===== config.mk =====
export PLATFORM = sky130hd
export DESIGN_NAME = seq_approx_divider
export DESIGN_NICKNAME = d
export VERILOG_FILES = /design/src/rtl/seq_approx_div_pkg.sv /design/src/rtl/div_sub_row.sv /design/src/rtl/seq_approx_divider.sv
export SDC_FILE = /design/constraint.sdc
export NUM_CORES = 1
export LEC_CHECK = 0
export CAP_MARGIN = 20
export CELL_PAD_IN_SITES_DETAIL_PLACEMENT = 0
export CELL_PAD_IN_SITES_GLOBAL_PLACEMENT = 1
export CORE_MARGIN = 2
export CORE_UTILIZATION = 52
export DETAILED_ROUTE_END_ITERATION = 10
export DONT_BUFFER_PORTS = 1
export PLACE_DENSITY_LB_ADDON = 0.1
export SYNTH_ARGS = -nofsm -noshare
export SYNTH_HDL_FRONTEND = slang
export SYNTH_SLANG_ARGS = --single-unit

===== constraint.sdc =====
create_clock -name clk -period 13.05 [get_ports clk]
set_input_delay 2.61 -clock clk [delete_from_list [all_inputs] [get_ports clk]]
set_output_delay 2.61 -clock clk [all_outputs]
set_load 0.05 [all_outputs]

===== src/rtl/seq_approx_div_pkg.sv =====
// seq_approx_div_pkg: shared FSM states, subtractor cells and approximation mask helper
package seq_approx_div_pkg;
  typedef enum logic [1:0] {IDLE = 2'd0, RUN = 2'd1, DONE = 2'd2} state_t;
  function automatic logic [1:0] exact_cell(input logic x, input logic y, input logic bin);
    return {x ^ y ^ bin, (~x & y) | (~(x ^ y) & bin)};
  endfunction
  function automatic logic [1:0] approx_cell(input logic x, input logic y, input logic bin);
    return {(~x & y) | (x & ~y & ~bin) | (x & y & bin), (~x & y) | (x & y & bin)};
  endfunction
  // Triangular region: column j of row k is approximate while k+j < lvl; callers truncate to DW.
  function automatic logic [63:0] approx_mask(input int k, input int lvl);
    logic [63:0] m;
    for (int j = 0; j < 64; j++) m[j] = (k + j < lvl);
    return m;
  endfunction
endpackage


===== src/rtl/div_sub_row.sv =====
// div_sub_row: one DW-column borrow-chain subtractor row with per-column approximate cells
module div_sub_row
  import seq_approx_div_pkg::*;
#(
  parameter int DW = 8
) (
  input  logic [DW-1:0] x,
  input  logic [DW-1:0] y,
  input  logic [DW-1:0] mask,
  output logic [DW-1:0] diff,
  output logic          bout
);
  logic [DW:0] b;
  assign b[0] = 1'b0;
  for (genvar j = 0; j < DW; j++) begin : g_col
    assign {diff[j], b[j+1]} = mask[j] ? approx_cell(x[j], y[j], b[j]) : exact_cell(x[j], y[j], b[j]);
  end
  assign bout = b[DW];
endmodule


===== src/rtl/seq_approx_divider.sv =====
// seq_approx_divider: iterative restoring divider, one quotient bit per cycle, run-time approximation depth
module seq_approx_divider
  import seq_approx_div_pkg::*;
#(
  parameter int DW      = 8,
  parameter int MAX_LVL = 4,
  parameter int LVL_W   = $clog2(2 * DW)
) (
  input  logic            clk,
  input  logic            rst,
  input  logic            in_valid,
  output logic            in_ready,
  input  logic [2*DW-1:0] n,
  input  logic [DW-1:0]   d,
  input  logic [LVL_W-1:0] approx_lvl,
  output logic            out_valid,
  input  logic            out_ready,
  output logic [DW-1:0]   q,
  output logic [DW-1:0]   r,
  output logic            dbz,
  output logic            ovf
);
  localparam int KW = $clog2(DW);
  state_t st;
  logic [DW-1:0] d_q, rem, qr, rr, diff, nr, mask;
  logic [DW-2:0] n_sh;
  logic [KW-1:0] k;
  logic [LVL_W-1:0] lvl, lvl_c;
  logic spill, bout, qb, dbz_q, ovf_q;
  div_sub_row #(.DW(DW)) u_row (.x(rem), .y(d_q), .mask(mask), .diff(diff), .bout(bout));
  assign mask = DW'(approx_mask(int'(k), int'(lvl)));
  assign lvl_c = (approx_lvl > LVL_W'(MAX_LVL)) ? LVL_W'(MAX_LVL) : approx_lvl;
  assign qb = spill | ~bout;
  assign nr = qb ? diff : rem;
  assign in_ready = (st == IDLE);
  assign out_valid = (st == DONE);
  assign q = qr;
  assign r = rr;
  assign dbz = dbz_q;
  assign ovf = ovf_q;
  always_ff @(posedge clk) begin
    if (rst) begin
      st <= IDLE;
      {d_q, rem, qr, rr, n_sh, k, lvl, spill, dbz_q, ovf_q} <= '0;
    end else if (st == IDLE && in_valid) begin
      st    <= RUN;
      d_q   <= d;
      lvl   <= lvl_c;
      dbz_q <= (d == '0);
      ovf_q <= (n[2*DW-1:DW] >= d);
      rem   <= n[2*DW-2:DW-1];
      spill <= n[2*DW-1];
      n_sh  <= n[DW-2:0];
      k     <= KW'(DW - 1);
      qr    <= '0;
    end else if (st == RUN) begin
      qr[k] <= qb;
      if (k == '0) begin
        rr <= nr;
        st <= DONE;
      end else begin
        spill <= nr[DW-1];
        rem   <= {nr[DW-2:0], n_sh[DW-2]};
        n_sh  <= n_sh << 1;
        k     <= k - KW'(1);
      end
    end else if (st == DONE && out_ready) begin
      st <= IDLE;
    end
  end
endmodule


==> results.yml <==
timing:
  rsz0062_at_grt: "false"
  setup_ws_ps: 6020
  tns_ps: 0
  hold_viol_final: 0
  final_max_slew_viol_count: 0
  worst_pin_slew_ps: 983
  fmax_mhz: 142
  post-route-min-period_ps: 7030
  finalCritPeriodShare_pct: 53.9
  relSlewSlack_pct: 34.2
  setup_viol: 0
  clock_skew_ps: 19.6
worst_setup_path:
  path_max_fanout: 16
  crit_path_end_kind: "flop"
  crit_family: "compound AO/OA/AOI/OAI gates"
  path_class: "flop to flop"
  path_depth: 29
  crit_path_max_incr_delay_ps: 580
  cp_slowest_cell: "dfxtp_1"
  r2r_cells: 29
  arrival_ps: 7250
  startpoint_type: "flop"
  cp.required_ps: 13270
  critical_path_buf_inv_count: 2
  worst_path_most_repeated_cell: "ha_1"
clock_network:
  cts_sinks: 51
  cts-resized-gates: 0
  post_cts_buffers: 0
  clockBufferDepth: 2
  clock_latency_ps: 320
  cts_made_buffers: 5
  cts_hold_buf: 0
  tritoncts: "done"
  cts-htree-levels: 2
  cts_root_buf: "clkbuf_8"
  clkTransAtPathRegs_ps: 110
yosys:
  avgSynthCellArea_sq_um: 8.34
  yosysUniqueCellTypes: 52
  ys_ff_latch: 51
  synthesis.instances: 436
  yosysWarnings: 0
  ys.flop_type: "dfxtp_1"
  synthArstFlopShare_pct: 0
  synth_edf_count: 0
  syn-num-nets: 531
  syn-cell-area_sq_um: 3640
  yosysSeqAreaShare_pct: 28.1
layout:
  layout_common_cells: "ha_1, dfxtp_1, nand2_1"
  antenna_cells: 0
  final_cells: 527
  drive_above_1_share_pct: 4.41
  fin_util_pct: 56.0
  mostFrequentLayoutCell: "ha_1"
  nFillCells: 654
  area_growth_pct: 4.68
  nNetsFinal: 525
global_routing:
  grt_pass1_wl_mm: 13.8
  gr-total-overflow: 0
  grt_max_degree: 49
  antenna_found_initial: 0
  grtUsageTotal_pct: 22.9
  grt_pass1_vias: 2740
placed_design:
  post-dp-hpwl_mm: 6.71
  post-place-ws_ps: 6140
  gp_congestion: 0.871
  dp_cells: 518
  port_buffers: 0
routing:
  antenna_left: 0
  dr.pass1.iters: 4
  drc: 0
  wl_per_cell_um: 16.5
  via_per_inst: 5.82
  drt-total-wl_mm: 8.72
  dr.first_iter.drc_count: 129
  via_count: 3068
pwr:
  p_total_uw: 506
  p_leak_uw: 0.00163
  vdd_drop_max_uv: 61.2
  p_per_area_nw_per_um2: 133
status:
  status: "completed"
floorplan:
  die_w_um: 87.6
  ios: 52
  core_area_sq_um: 6790
  die_area_sq_um: 7680
  fp.dieH_um: 87.6
  start_util_pct: 53.5
  rows: 30
flow_run:
  drv_cap: 0
worst_hold_path:
  min_path_type: "flop to flop"
  min_path_cells: 2
-- cell usage after synthesis (6+ instances only) --
cell      instances  area share, %
nand2b_1          6            1.0
o21ai_0           8            1.1
nor2_1           37            3.8
inv_1            41            4.2
a22oi_1          17            3.5
nor2b_1           7            1.2
a311oi_1         12            2.9
a211oi_1         10            2.1
clkbuf_1         12            1.2
a21oi_1          42            5.8
nand2_1          45            4.6
a21o_1           10            2.1
mux2i_1           9            2.5
dfxtp_1          51             28
ha_1             63             22
-- power breakdown --
part,internal [uW],switching (uW),total [uW]
Combinational,84.3,124,208
Sequential,170,30.4,200
Clock,39.5,58.6,98.1
-- final timing paths --
kind,from,to,slack [ps]
setup reg to reg,k[0],r[5],6020
setup / recovery,k[0],r[5],6020
hold / removal,n_sh[3],n_sh[3],460
hold reg to reg,n_sh[3],n_sh[3],460
-- final cells by class --
cell class	instances	area [sq um]	area share, %
clock buffer	5	68.8	1.81
clock inverter	3	27.5	0.723
inverter	41	154	4.04
multi-input combinational	328	2390	62.9
sequential	51	1020	26.8
tap	96	120	3.16
timing repair buffer	3	22.5	0.592
-- per-layer routing --
metal	up-vias	part of all wire (%)	global-route usage [%]
met3	10	5.3	3.96
met2	79	43	34.3
met4	0	1.5	6.01
met5	-	0	0
li1	1557	-	-
met1	1422	50	33.9
-- metrics by stage --
step	instance area [sq um]	hold WS, ps
after detailed placement	3700	445
after CTS	3800	462
after global routing	3810	483
after floorplan	3640	432
after global placement	3700	436
final	3810	458
-- sequential cells by signal, summed over array words and instances, names as in the netlist --
signal / count
d_q: 8
dbz: 1
k: 3
lvl: 4
n_sh: 7
ovf: 1
q: 8
r: 8
rem: 8
spill: 1
st: 2
-- worst min-delay path, cell delays in order, from the launching register on --
cell	delay, ps
dfxtp_1	330
nand2_1	50
a21oi_1	50
-- kinds of logic (layout without fill, tap and decap cells) --
group / after synthesis / count (layout) / synth area share (%)
AOI/OAI and AO/OA: 132 / 132 / 25.4
and+or+nand+nor: 120 / 120 / 15.1
adders and majority gates: 63 / 63 / 21.7
buffers and inverters: 57 / 52 / 6.13
DFF: 51 / 51 / 28.1
muxes: 11 / 11 / 3.10
xor gates and xnor gates: 2 / 2 / 0.482
(Power assumes the default switching activity.)
